[src/rtl/multicycle_control_unit.sv]
// Multi-cycle control unit: sequences FETCH/DECODE/EXEC/MEM/WB with memory/IN wait states and a resumable halt.
// Optional build macro ILLEGAL_TRAP_EN: unlisted opcodes trap to HALT and set a sticky cu_illegal flag.
module multicycle_control_unit #(
  parameter int OPCODE_W = 6,
  parameter int ALUOP_W  = 4,
  parameter int CNT_W    = 16
) (
  input  logic                clk,
  input  logic                rst_n,
  input  logic [OPCODE_W-1:0] opcode,
  input  logic                zero,
  input  logic                mem_ready,
  input  logic                in_valid,
  input  logic                resume,
  output logic                cu_writeReg,
  output logic                cu_regDest,
  output logic                cu_memtoReg,
  output logic                cu_Jump,
  output logic                cu_inSignal,
  output logic                cu_aluScr,
  output logic                cu_writeEnable,
  output logic                cu_readEnable,
  output logic                cu_Branch,
  output logic                cu_hlt,
  output logic [ALUOP_W-1:0]  cu_aluOp,
  output logic                cu_pcWrite,
  output logic                cu_irWrite,
  output logic                cu_outStrobe,
  output logic                cu_illegal,
  output logic [2:0]          cu_state,
  output logic [CNT_W-1:0]    cu_retired
);

  typedef enum logic [2:0] {
    S_IDLE    = 3'd0,
    S_FETCH   = 3'd1,
    S_DECODE  = 3'd2,
    S_EXEC    = 3'd3,
    S_MEM     = 3'd4,
    S_WB      = 3'd5,
    S_WAIT_IN = 3'd6,
    S_HALT    = 3'd7
  } state_t;

  localparam logic [OPCODE_W-1:0] OP_ADD  = OPCODE_W'(8'h00);
  localparam logic [OPCODE_W-1:0] OP_SUB  = OPCODE_W'(8'h01);
  localparam logic [OPCODE_W-1:0] OP_AND  = OPCODE_W'(8'h02);
  localparam logic [OPCODE_W-1:0] OP_OR   = OPCODE_W'(8'h03);
  localparam logic [OPCODE_W-1:0] OP_XOR  = OPCODE_W'(8'h04);
  localparam logic [OPCODE_W-1:0] OP_SLT  = OPCODE_W'(8'h05);
  localparam logic [OPCODE_W-1:0] OP_MUL  = OPCODE_W'(8'h06);
  localparam logic [OPCODE_W-1:0] OP_DIV  = OPCODE_W'(8'h07);
  localparam logic [OPCODE_W-1:0] OP_REM  = OPCODE_W'(8'h08);
  localparam logic [OPCODE_W-1:0] OP_BEQ  = OPCODE_W'(8'h09);
  localparam logic [OPCODE_W-1:0] OP_BNE  = OPCODE_W'(8'h0A);
  localparam logic [OPCODE_W-1:0] OP_ADDI = OPCODE_W'(8'h0B);
  localparam logic [OPCODE_W-1:0] OP_SUBI = OPCODE_W'(8'h0C);
  localparam logic [OPCODE_W-1:0] OP_INC  = OPCODE_W'(8'h0D);
  localparam logic [OPCODE_W-1:0] OP_DEC  = OPCODE_W'(8'h0E);
  localparam logic [OPCODE_W-1:0] OP_LW   = OPCODE_W'(8'h0F);
  localparam logic [OPCODE_W-1:0] OP_SW   = OPCODE_W'(8'h10);
  localparam logic [OPCODE_W-1:0] OP_NOT  = OPCODE_W'(8'h11);
  localparam logic [OPCODE_W-1:0] OP_SLL  = OPCODE_W'(8'h12);
  localparam logic [OPCODE_W-1:0] OP_SRL  = OPCODE_W'(8'h13);
  localparam logic [OPCODE_W-1:0] OP_LWI  = OPCODE_W'(8'h14);
  localparam logic [OPCODE_W-1:0] OP_IN   = OPCODE_W'(8'h15);
  localparam logic [OPCODE_W-1:0] OP_OUT  = OPCODE_W'(8'h16);
  localparam logic [OPCODE_W-1:0] OP_JUMP = OPCODE_W'(8'h17);
  localparam logic [OPCODE_W-1:0] OP_NOP  = OPCODE_W'(8'h18);
  localparam logic [OPCODE_W-1:0] OP_HLT  = OPCODE_W'(8'h19);

  state_t              state_q, state_d;
  logic [OPCODE_W-1:0] opreg_q, opreg_d;
  logic [CNT_W-1:0]    retired_q, retired_d;
  logic                retire;
  logic                is_rtype, is_imm, is_mem;
  logic [ALUOP_W-1:0]  alu_code;

  always_ff @(posedge clk or negedge rst_n) begin
    if (!rst_n) begin
      state_q   <= S_IDLE;
      opreg_q   <= '0;
      retired_q <= '0;
    end else begin
      state_q   <= state_d;
      opreg_q   <= opreg_d;
      retired_q <= retired_d;
    end
  end

`ifdef ILLEGAL_TRAP_EN
  logic illegal_q, illegal_d;

  always_ff @(posedge clk or negedge rst_n) begin
    if (!rst_n) illegal_q <= 1'b0;
    else        illegal_q <= illegal_d;
  end

  assign cu_illegal = illegal_q;
`else
  assign cu_illegal = 1'b0;
`endif

  assign is_rtype = (opreg_q <= OP_REM);
  assign is_imm   = ((opreg_q >= OP_ADDI) && (opreg_q <= OP_DEC)) ||
                    ((opreg_q >= OP_NOT) && (opreg_q <= OP_SRL));
  assign is_mem   = (opreg_q == OP_LW) || (opreg_q == OP_SW);

  // ALU operation shared by EXEC and WB so WB holds what EXEC presented
  always_comb begin
    alu_code = '0;
    case (opreg_q)
      OP_ADD, OP_ADDI, OP_LW, OP_SW:   alu_code = ALUOP_W'(4'b0001);
      OP_SUB, OP_SUBI, OP_BEQ, OP_BNE: alu_code = ALUOP_W'(4'b0010);
      OP_INC:                          alu_code = ALUOP_W'(4'b0011);
      OP_DEC:                          alu_code = ALUOP_W'(4'b0100);
      OP_AND:                          alu_code = ALUOP_W'(4'b0101);
      OP_OR:                           alu_code = ALUOP_W'(4'b0110);
      OP_XOR:                          alu_code = ALUOP_W'(4'b0111);
      OP_NOT:                          alu_code = ALUOP_W'(4'b1000);
      OP_SLL:                          alu_code = ALUOP_W'(4'b1001);
      OP_SRL:                          alu_code = ALUOP_W'(4'b1010);
      OP_SLT:                          alu_code = ALUOP_W'(4'b1011);
      OP_MUL:                          alu_code = ALUOP_W'(4'b1100);
      OP_DIV:                          alu_code = ALUOP_W'(4'b1101);
      OP_REM:                          alu_code = ALUOP_W'(4'b1110);
      default:                         alu_code = '0;
    endcase
  end

  always_comb begin
    state_d        = state_q;
    opreg_d        = opreg_q;
    retire         = 1'b0;
`ifdef ILLEGAL_TRAP_EN
    illegal_d      = illegal_q;
`endif
    cu_writeReg    = 1'b0;
    cu_regDest     = 1'b0;
    cu_memtoReg    = 1'b0;
    cu_Jump        = 1'b0;
    cu_inSignal    = 1'b0;
    cu_aluScr      = 1'b0;
    cu_writeEnable = 1'b0;
    cu_readEnable  = 1'b0;
    cu_Branch      = 1'b0;
    cu_hlt         = 1'b0;
    cu_aluOp       = '0;
    cu_pcWrite     = 1'b0;
    cu_irWrite     = 1'b0;
    cu_outStrobe   = 1'b0;

    case (state_q)
      S_IDLE: state_d = S_FETCH;
      S_FETCH: begin
        cu_readEnable = 1'b1;
        if (mem_ready) begin
          cu_irWrite = 1'b1;
          cu_pcWrite = 1'b1;
          opreg_d    = opcode;
          state_d    = S_DECODE;
        end
      end
      S_DECODE: begin
        if (opreg_q == OP_JUMP) begin
          cu_Jump = 1'b1;
          retire  = 1'b1;
          state_d = S_FETCH;
        end else if (opreg_q == OP_NOP) begin
          retire  = 1'b1;
          state_d = S_FETCH;
        end else if (opreg_q == OP_HLT) begin
          retire  = 1'b1;
          state_d = S_HALT;
        end else if (opreg_q == OP_IN) begin
          state_d = S_WAIT_IN;
        end else if (opreg_q > OP_HLT) begin
`ifdef ILLEGAL_TRAP_EN
          illegal_d = 1'b1;
          state_d   = S_HALT;
`else
          retire  = 1'b1;
          state_d = S_FETCH;
`endif
        end else begin
          state_d = S_EXEC;
        end
      end
      S_EXEC: begin
        cu_aluOp  = alu_code;
        cu_aluScr = is_imm || is_mem;
        if (is_rtype || is_imm || (opreg_q == OP_LWI)) begin
          state_d = S_WB;
        end else if (is_mem) begin
          state_d = S_MEM;
        end else begin
          // Branches and OUT complete here
          cu_Branch    = ((opreg_q == OP_BEQ) && zero) || ((opreg_q == OP_BNE) && !zero);
          cu_outStrobe = (opreg_q == OP_OUT);
          retire       = 1'b1;
          state_d      = S_FETCH;
        end
      end
      S_MEM: begin
        cu_readEnable  = (opreg_q == OP_LW);
        cu_writeEnable = (opreg_q != OP_LW);
        if (mem_ready) begin
          if (opreg_q == OP_LW) begin
            state_d = S_WB;
          end else begin
            retire  = 1'b1;
            state_d = S_FETCH;
          end
        end
      end
      S_WAIT_IN: begin
        cu_inSignal = 1'b1;
        if (in_valid) state_d = S_WB;
      end
      S_WB: begin
        cu_writeReg = 1'b1;
        cu_regDest  = is_rtype;
        cu_memtoReg = (opreg_q == OP_LW);
        cu_inSignal = (opreg_q == OP_IN);
        cu_aluOp    = alu_code;
        cu_aluScr   = is_imm || is_mem;
        retire      = 1'b1;
        state_d     = S_FETCH;
      end
      S_HALT: begin
        cu_hlt = 1'b1;
        if (resume) state_d = S_FETCH;
      end
      default: state_d = S_IDLE;
    endcase
  end

  // Counter saturates rather than wrapping
  assign retired_d = (retire && (retired_q != {CNT_W{1'b1}})) ? retired_q + CNT_W'(1) : retired_q;

  assign cu_state   = state_q;
  assign cu_retired = retired_q;

endmodule

[config.mk]
export PLATFORM = sky130hd
export DESIGN_NAME = multicycle_control_unit
export DESIGN_NICKNAME = d
export VERILOG_FILES = /design/src/rtl/multicycle_control_unit.sv
export SDC_FILE = /design/constraint.sdc
export NUM_CORES = 1
export LEC_CHECK = 0
export ABC_AREA = 0
export BUFFER_PORTS_ARGS = -buffer_cell sky130_fd_sc_hd__buf_4
export CAP_MARGIN = 30
export CELL_PAD_IN_SITES_DETAIL_PLACEMENT = 2
export CELL_PAD_IN_SITES_GLOBAL_PLACEMENT = 2
export CORE_MARGIN = 5
export CORE_UTILIZATION = 27
export CTS_CLUSTER_DIAMETER = 100
export CTS_CLUSTER_SIZE = 8
export DETAILED_ROUTE_END_ITERATION = 10
export GPL_TIMING_DRIVEN = 0
export PLACE_DENSITY = 0.8
export SLEW_MARGIN = 0
export SYNTH_ARGS = -nofsm -noshare
export SYNTH_HDL_FRONTEND = slang
export SYNTH_SLANG_ARGS = --single-unit
export TNS_END_PERCENT = 5
[constraint.sdc]
create_clock -name clk -period 1.75 [get_ports clk]
set_input_delay 0.175 -clock clk [delete_from_list [all_inputs] [get_ports clk]]
set_output_delay 0.175 -clock clk [all_outputs]
set_load 0.005 [all_outputs]
==> results.txt, run 1 <==
Outcome - finished with violations
Violated checks - negative setup slack
Cells after Synth - 201
Setup Total Neg Slack - -2650 ps
Slowest CP cell - dfrtp_1
Clock buffer depth - 2
Final wirelength - 5950 um
Die area - 8180 um^2
Core footprint - 6310 um^2
Fmax - 516 MHz
EDFF count, synth - 0
Synthesis-to-finish area growth - 46.1%
Post-synth cell types - 49
Die Height - 90.4 um
Rows - 29
Routed Antenna Nets - 0
CP Buf/Inv Count - 0
CP Launch Type - register
Reg clk slew, reported paths - 90 ps
WS Path Type - register to register
Final slew viol count - 0
DR vias/cell - 5.13
Dpl ws - -371 ps
Seq/Total Area, Yosys - 35.8%
Synth cell count leaders - dfrtp_1 (25), nor2_1 (23), nand3_1 (15)
Inserted Diodes - 0
Syn Area/Cell - 8.69 um^2
Path category of the worst min-delay check - input pin to register
RSZ-0062 raised after global routing - yes
#FFs+latches synth - 25
Post-Syn Nets - 214
Drt initial violations - 36
Initial antenna violation count - 0
Worst Path Arrival - 2100 ps
Endpoints failing setup - 23
Largest family of logic cells by synthesized area - simple AND/OR/NAND/NOR gates
Worst skew pair latency - 260 ps
Peak VDD IR - 0.684 mV
Period utilization - 111%
Via count - 1759
Top FF cell, synth - dfrtp_1
CTS tree - yes
Routed length per placed instance - 17.4 um
Netlist Area Pre-Place - 1750 um^2
H-tree Lvls - 1
Critical Path RT - 1910 ps
CTS Buf Count - 3
Complex-gate fraction of the synthesized area - 15.2%
Xor and xnor area share after synthesis - 7.02%
DRC - 0
Initial Util - 27.7%
First-pass GRT wire length - 10100 um
Ranking of synthesized cells by area - dfrtp_1 (36%), xnor2_1 (5.5%), mux2_2 (5.2%), nor2_1 (4.9%), nand3_1 (4.3%)
Adder-cell share of the synthesized area - 0.716%
CTS Root Cell - clkbuf_8
Global-route usage over all layers - 14.7%
Minimum clock period - 1940 ps
Synth area leader - dfrtp_1
Synth Area in Simple Gates - 29.2%
Maxcap violations - 0
Total gr overflow - 0
Fin worst setup slack - -189 ps
Post-detail-place hpwl - 4140 um
Yosys top cell area share - 35.8%
Crit path max-delay family - compound AO/OA/AOI/OAI gates
Crit-path cells - or2_1 -> a21o_1 -> o2111ai_4 -> o311ai_4 -> and2_4 -> mux2_4
Top-count cell post-synth - dfrtp_1
Post-synthesis mux area share - 7.16%
CP Max Fanout - 7
Top Ports - 49
Ys async rst share - 100%
TritonCTS Sinks - 25
Drt pass-1 iters - 4
Vias in the first global route - 1972
Worst clock skew - 2.95 ps
Yosys warning total - 0
Fin nets - 280
PortBufs - 47
CP max stage delay - 420 ps
Leak pwr - 1.10 nW
Placer congestion estimate - 0.780
Layout cells sized above 1 - 44.7%
Largest net degree at the start of global routing - 26
Die Wd - 90.4 um
Pwr Density - 1640 nW/um^2
Critical Path End Type - register
Fin. Hold Viols - 0
## report_power, final
| group | switching [mW] | internal, mW | total (mW) |
|---|---|---|---|
| Clock | 0.183 | 0.163 | 0.345 |
| Sequential | 0.213 | 0.764 | 0.976 |
| Combinational | 1.46 | 1.40 | 2.86 |
| Total | 1.85 | 2.33 | 4.18 |
## what timing repair did
action | CTS | global route
pin swaps | 6 | 7
endpoints found under the hold margin | 25 | 0
gates resized for setup | 47 | 13
buffers inserted | 14 | 0
hold buffers | 1 | 0
setup endpoints to repair | 41 | 32
## worst register-to-register path, stage by stage (launching register included)
cell,delay (ps)
dfrtp_1,420
or2_1,270
a21o_1,200
o2111ai_4,250
o311ai_4,210
and2_4,200
mux2_4,290
## cells in the final DEF (no fill, tap or decap), drive strengths merged, types with 9 or more instances in the layout
cell type	synthesis	final
clkbuf	9	9
nor2	23	23
nand3	15	15
mux2	9	9
buf	7	71
a21oi	13	13
dfrtp	25	25
and3	9	9
xnor2	11	11
nand2	12	12
## path summary, 6_finish.rpt
kind	startpoint	to	slack (ps)	depth (start not counted)
hold / removal	opcode[2]	opreg_q[2]	140	2
setup / recovery	opreg_q[0]	cu_retired[1]	-190	6
setup reg to reg	opreg_q[0]	cu_retired[1]	-190	6
hold reg to reg	cu_retired[3]	cu_retired[3]	530	1
min in group asynchronous	rst_n	cu_retired[9]	340	2
max in group asynchronous	rst_n	opreg_q[4]	1140	2
## sequential cells by signal, indices dropped and copies added, names as in the netlist
name        flops
cu_retired     16
opreg_q         6
cu_state        3
## routing by layer
metal  up-vias  GRT usage [%]  routed length (um)
li1        847              -                   -
met1       880           18.2                2650
met2        30           27.4                3120
met3         2           2.08                 164
met4         0           2.23                  20
met5         -              0                   0
## final cells by class
type	count	area (um^2)
inverters	1	3.75
clock buffers	4	45.0
repair buffers	62	468
well taps	77	96.3
multi-input cells	159	1170
flip-flops and latches	25	631
fillers	720	3760
plain buffers	15	139
## logic make-up (layout without fill, tap and decap cells)
| group | count (synthesis) | after routing |
|---|---|---|
| other | 1 | 1 |
| adder cells (fa/ha/maj) | 1 | 1 |
| XOR/XNOR | 14 | 14 |
| AND/OR/NAND/NOR | 96 | 96 |
| AO/OA/AOI/OAI | 36 | 36 |
| multiplexers | 11 | 11 |
| buffers and inverters | 17 | 82 |
| flip-flops | 25 | 25 |
## per-stage QoR
stage / hold WS (ps) / power, mW / util (%) / cells / area [um^2]
floorplan: -121 / 2.37 / - / 201 / 1750
global placement: 101 / 3.07 / 34.8 / 325 / 2200
detailed placement: 110 / 3.13 / 34.8 / 325 / 2200
CTS: 119 / 4.08 / 39.8 / 343 / 2510
global route: 132 / 4.54 / 40.4 / 343 / 2550
finish: 137 / 4.18 / 40.4 / 343 / 2550
(Power assumes the default switching activity.)
==> run 2, diff against run 1 <==
==> constraint.sdc (replaced) <==
create_clock -name clk -period 1.75 [get_ports clk]
set_input_delay 0.2625 -clock clk [delete_from_list [all_inputs] [get_ports clk]]
set_output_delay 0.2625 -clock clk [all_outputs]
set_load 0.005 [all_outputs]
==> run 2 against run 1 <==
Effect of this change:
- total power up 1.2%
- sequential cell count unchanged
- die area unchanged
- cell area up 1.5%
- maximum frequency down 1.8%
- largest cell class unchanged
- core utilization up 0.61 points
- the flow still finishes with violations (negative setup slack)
- sequential power about the same
- critical endpoint unchanged
- clock skew up 1.1 ps
==> results.txt, run 2 (synthesis results as in run 1) <==
PortBufs - 47 (unchanged)
TritonCTS Sinks - 25 (unchanged)
Fin worst setup slack - -225 ps (was -189 ps)
Hold depth - 2 (unchanged)
CP max stage delay - 420 ps (about the same)
Peak VDD IR - 0.702 mV (was 0.684 mV)
Total power - 4.24 mW (was 4.18 mW)
Clock buffer depth - 2 (unchanged)
Maxcap violations - 0 (unchanged)
Post-Place Cells - 325 (unchanged)
Final slew viol count - 0 (unchanged)
Worst Path Arrival - 2130 ps (was 2100 ps)
CP Launch Type - register (unchanged)
Placer congestion estimate - 0.780 (unchanged)
Critical Path Stages - 6 (unchanged)
Crit path max-delay family - compound AO/OA/AOI/OAI gates (unchanged)
Period utilization - 113% (was 111%)
CP Buf/Inv Count - 0 (unchanged)
Total gr overflow - 0 (unchanged)
WS Path Type - register to register (unchanged)
Worst skew pair latency - 270 ps (was 260 ps)
Final wirelength - 5910 um (was 5950 um)
Net Sw Frac - 44.3% (about the same)
RSZ-0062 raised after global routing - yes (unchanged)
Vias in the first global route - 1996 (was 1972)
Worst clock skew - 4.05 ps (was 2.95 ps)
Path category of the worst min-delay check - input pin to register (unchanged)
Drt pass-1 iters - 5 (was 4)
Inserted Diodes - 0 (unchanged)
Initial Util - 27.7% (unchanged)
Most common cell after layout, fill and taps aside - buf_4 (unchanged)
Minimum clock period - 1980 ps (was 1940 ps)
CTS Root Cell - clkbuf_8 (unchanged)
Slowest CP cell - dfrtp_1 (unchanged)
CTS tree - yes (unchanged)
Leak pwr - 1.11 nW (was 1.10 nW)
Routed length per placed instance - 17.3 um (was 17.4 um)
DR vias/cell - 5.20 (was 5.13)
Final Core Density - 41.0% (was 40.4%)
Reg2reg path depth - 6 (unchanged)
Die area - 8180 um^2 (unchanged)
Int Pwr - 2.36 mW (was 2.33 mW)
Post-detail-place hpwl - 4140 um (unchanged)
Logic pwr share - 68.9% (was 68.4%)
CTS Buf Count - 3 (unchanged)
Max reg flops - 16 (unchanged)
Global-route usage over all layers - 14.4% (was 14.7%)
Synthesis-to-finish area growth - 48.4% (was 46.1%)
CP Max Fanout - 7 (unchanged)
Largest net degree at the start of global routing - 26 (unchanged)
Violated checks - negative setup slack (unchanged)
Layout cells sized above 1 - 45.1% (was 44.7%)
Pwr Density - 1630 nW/um^2 (was 1640 nW/um^2)
Initial antenna violation count - 0 (unchanged)
Fin nets - 278 (was 280)
Drt initial violations - 34 (was 36)
Switching power - 1.88 mW (was 1.85 mW)
Core footprint - 6310 um^2 (unchanged)
Endpoints failing setup - 28 (was 23)
Reg clk slew, reported paths - 90 ps (about the same)
Critical Path RT - 1910 ps (about the same)
Top Ports - 49 (unchanged)
DRC - 0 (unchanged)
Die Height - 90.4 um (unchanged)
Via count - 1773 (was 1759)
Outcome - finished with violations (unchanged)
Die Wd - 90.4 um (unchanged)
Fin. Hold Viols - 0 (unchanged)
Final Non-Filler Cells - 341 (was 343)
Fmax - 506 MHz (was 516 MHz)
Most frequent cells in the layout - buf_4 (60), dfrtp_1 (22), nor2_1 (21) (was buf_4 (66), nor2_1 (21), dfrtp_1 (21))
Fillers - 719 (was 720)
Critical Path End Type - register (unchanged)
H-tree Lvls - 1 (unchanged)
Routed Antenna Nets - 0 (unchanged)
Crit-path cells - or2_1 -> a21o_1 -> o2111ai_4 -> o311ai_4 -> and2_4 -> mux2_4 (unchanged)
Rows - 29 (unchanged)
Reg power frac - 23.0% (was 23.3%)
Clk pwr share - 8.1% (was 8.3%)
First-pass GRT wire length - 9980 um (was 10100 um)
-- run 2: cell types whose count changed in the layout (fill, tap and decap cells not counted), sizes merged --
| cell | change |
|---|---|
| clkbuf | +1 |
| buf | -3 |
-- run 2: area by class of cell --
type	count	area [um^2]	area share [%]
repair buffers	60	460	17.8
multi-input cells	159	1200	46.3
clock buffers	4	45.0	1.74
plain buffers	15	158	6.08
well taps	77	96.3	3.72
inverters	1	3.75	0.145
flip-flops and latches	25	629	24.3
-- run 2: power by group through the flow --
stage               logic, mW  clock network (mW)  registers (mW)
floorplan                1.45                   0           0.915
global placement         2.13                   0           0.938
detailed placement       2.18                   0           0.949
CTS                      2.79               0.369           0.965
global route             3.19               0.379            1.01
finish                   2.92               0.344           0.973
-- run 2: path summary, 6_finish.rpt --
check                                    from       endpoint  slack, ps
worst max-delay path               opreg_q[0]  cu_retired[1]       -230
max in group asynchronous               rst_n    cu_state[1]       1050
worst min-delay path                opcode[2]     opreg_q[2]        220
min in group asynchronous               rst_n  cu_retired[9]        430
worst max register to register     opreg_q[0]  cu_retired[1]       -230
worst min register to register  cu_retired[8]  cu_retired[8]        530
-- run 2: through the flow --
stage | hold WS [ps] | worst slack (ps) | area (um^2) | setup TNS, ps
floorplan | -33.1 | -70.3 | 1750 | -164
global placement | 188 | -361 | 2200 | -7400
detailed placement | 197 | -405 | 2200 | -8470
CTS | 207 | -209 | 2530 | -3370
global route | 219 | -313 | 2590 | -6630
finish | 223 | -225 | 2590 | -3710
-- run 2: what timing repair did --
action | in CTS | in global routing
setup buffers | 12 | 0
hold buffers | 1 | 0
endpoints found under the hold margin | 25 | 0
setup endpoints to repair | 41 | 35
pin swaps | 10 | 8
gates resized for setup | 54 | 14
-- run 2: metal layers --
metal  GRT usage (%)  routed length, um  vias to the layer above
met5               0                  0                        -
met3            2.08                172                        2
met4            2.23                 20                        0
met1            17.8               2620                      892
met2            26.8               3100                       35
li1                -                  -                      844
==> run 3, diff against run 2 <==
--- a/config.mk
+++ b/config.mk
@@ -10,12 +10,12 @@
 export CAP_MARGIN = 30
 export CELL_PAD_IN_SITES_DETAIL_PLACEMENT = 2
 export CELL_PAD_IN_SITES_GLOBAL_PLACEMENT = 2
-export CORE_MARGIN = 5
 export CORE_UTILIZATION = 27
 export CTS_CLUSTER_DIAMETER = 100
 export CTS_CLUSTER_SIZE = 8
 export DETAILED_ROUTE_END_ITERATION = 10
 export GPL_TIMING_DRIVEN = 0
+export MAX_ROUTING_LAYER = met4
 export PLACE_DENSITY = 0.8
 export SLEW_MARGIN = 0
 export SYNTH_ARGS = -nofsm -noshare
==> run 3 against run 2 <==
Effect of this change:
- the run still ends with negative setup slack left
- worst setup slack worse by 44 ps
- die area is 17% lower
- clock skew is 2.1 ps lower
- hold slack better by 3.6 ps
- clock power is 1% lower
- highest routed layer unchanged
- total power is 4.5% lower
- routed wire length is 2.0% lower
==> results.txt, run 3 (synthesis results as in run 1) <==
Critical Path End Type - register (unchanged)
Reg clk slew, reported paths - 80 ps (was 90 ps)
Leak pwr - 1.09 nW (was 1.11 nW)
Fin nets - 275 (was 278)
Minimum clock period - 2020 ps (was 1980 ps)
Via count - 1763 (was 1773)
PortBufs - 47 (unchanged)
Fin worst setup slack - -269 ps (was -225 ps)
Rows - 28 (was 29)
CP Max Fanout - 8 (was 7)
Met1 WL - 2640 um (was 2620 um)
Routed Antenna Nets - 0 (unchanged)
CTS tree - yes (unchanged)
CTS Root Cell - clkbuf_8 (unchanged)
Die Wd - 82.4 um (was 90.4 um)
DR WL met3 - 115 um (was 172 um)
CTS Buf Count - 3 (unchanged)
Core footprint - 6100 um^2 (was 6310 um^2)
Outcome - finished with violations (unchanged)
Pwr Density - 1620 nW/um^2 (was 1630 nW/um^2)
Most common cell after layout, fill and taps aside - buf_4 (unchanged)
Synthesis-to-finish area growth - 43.1% (was 48.4%)
Violated checks - negative setup slack (unchanged)
Top Metal Used - met4 (unchanged)
Die area - 6790 um^2 (was 8180 um^2)
Clock buffer depth - 2 (unchanged)
Drt pass-1 iters - 4 (was 5)
First-pass GRT wire length - 9450 um (was 9980 um)
Global-route usage over all layers - 18.9% (was 14.4%)
Setup Total Neg Slack - -4650 ps (was -3710 ps)
Placer congestion estimate - 0.757 (was 0.780)
Worst Path Arrival - 2180 ps (was 2130 ps)
CP Launch Type - register (unchanged)
Initial Util - 28.7% (was 27.7%)
Final Non-Filler Cells - 336 (was 341)
Total gr overflow - 0 (unchanged)
DRC - 0 (unchanged)
Worst clock skew - 1.96 ps (was 4.05 ps)
Path category of the worst min-delay check - input pin to register (unchanged)
Peak VDD IR - 0.668 mV (was 0.702 mV)
Vias in the first global route - 1871 (was 1996)
Post-detail-place hpwl - 4060 um (was 4140 um)
Initial antenna violation count - 0 (unchanged)
Final wirelength - 5800 um (was 5910 um)
Final slew viol count - 0 (unchanged)
Hold slack - 227 ps (was 223 ps)
Endpoints failing setup - 31 (was 28)
Largest net degree at the start of global routing - 26 (unchanged)
Inserted Diodes - 0 (unchanged)
DR vias/cell - 5.25 (was 5.20)
Layout cells sized above 1 - 40.6% (was 45.1%)
Period utilization - 115% (was 113%)
Worst skew pair latency - 270 ps (about the same)
Most frequent cells in the layout - buf_4 (61), dfrtp_1 (23), nor2_1 (22) (was buf_4 (60), dfrtp_1 (22), nor2_1 (21))
Post-Place Cells - 323 (was 325)
Total power - 4.05 mW (was 4.24 mW)
Top Ports - 49 (unchanged)
Fmax - 495 MHz (was 506 MHz)
H-tree Lvls - 1 (unchanged)
Fin. Hold Viols - 0 (unchanged)
Critical Path RT - 1910 ps (about the same)
WS Path Type - register to register (unchanged)
Drt initial violations - 52 (was 34)
TritonCTS Sinks - 25 (unchanged)
RSZ-0062 raised after global routing - yes (unchanged)
Max reg flops - 16 (unchanged)
Maxcap violations - 0 (unchanged)
Die Height - 82.4 um (was 90.4 um)
Routed length per placed instance - 17.3 um (about the same)
Metal2 WL - 2970 um (was 3100 um)
==> run 3: power by group <==
part	switching [mW]	leakage (nW)	total (mW)	internal (mW)
clock	0.177	0.0228	0.340	0.163
sequential	0.205	0.318	0.965	0.760
combinational	1.41	0.746	2.74	1.34
total	1.79	1.09	4.05	2.26
==> run 3: final cells by class <==
| class | instances | area, um^2 |
|---|---|---|
| sequential | 25 | 628 |
| timing repair buffer | 57 | 430 |
| clock buffer | 4 | 45.0 |
| buffer | 15 | 144 |
| inverter | 1 | 3.75 |
| fill | 686 | 3600 |
| multi-input combinational | 159 | 1150 |
| tap | 75 | 93.8 |
==> run 3: final timing paths <==
check / from / end / slack, ps / cells past startpoint
worst max-delay path: opreg_q[0] / cu_retired[1] / -270 / 6
worst min-delay path: resume / cu_state[2] / 230 / 2
worst max register to register: opreg_q[0] / cu_retired[1] / -270 / 6
worst min register to register: cu_retired[3] / cu_retired[3] / 520 / 1
max in group asynchronous: rst_n / opreg_q[4] / 1060 / 2
min in group asynchronous: rst_n / cu_retired[3] / 420 / 2
==> run 3: timing repair <==
item	in CTS	in global routing
hold buffers	1	0
setup endpoints to repair	42	33
buffers inserted	9	0
resized for setup	39	17
pin swaps	10	3
endpoints found under the hold margin	25	0
==> run 3: worst max-delay path: stages (launching register included) <==
cell,delay [ps]
dfrtp_1,440
or2_1,280
a21o_1,210
o2111ai_4,270
o311ai_4,220
and2_4,200
mux2_4,290
==> run 3: stage by stage <==
step           utilization [%]  setup slack [ps]  cell area [um^2]
4_1_cts                   40.1              -248              2440
5_1_grt                   41.0              -338              2500
6_report                  41.0              -269              2500
2_1_floorplan                -             -70.3              1750
3_5_place_dp              36.0              -349              2190
3_3_place_gp              36.0              -309              2190
==> run 3: per-layer routing <==
layer  vias up  global-route usage, %
li1        839                      -
met1       884                   22.4
met2        33                   34.2
met3         7                   1.43
met4         0                   4.91
met5         -                      -
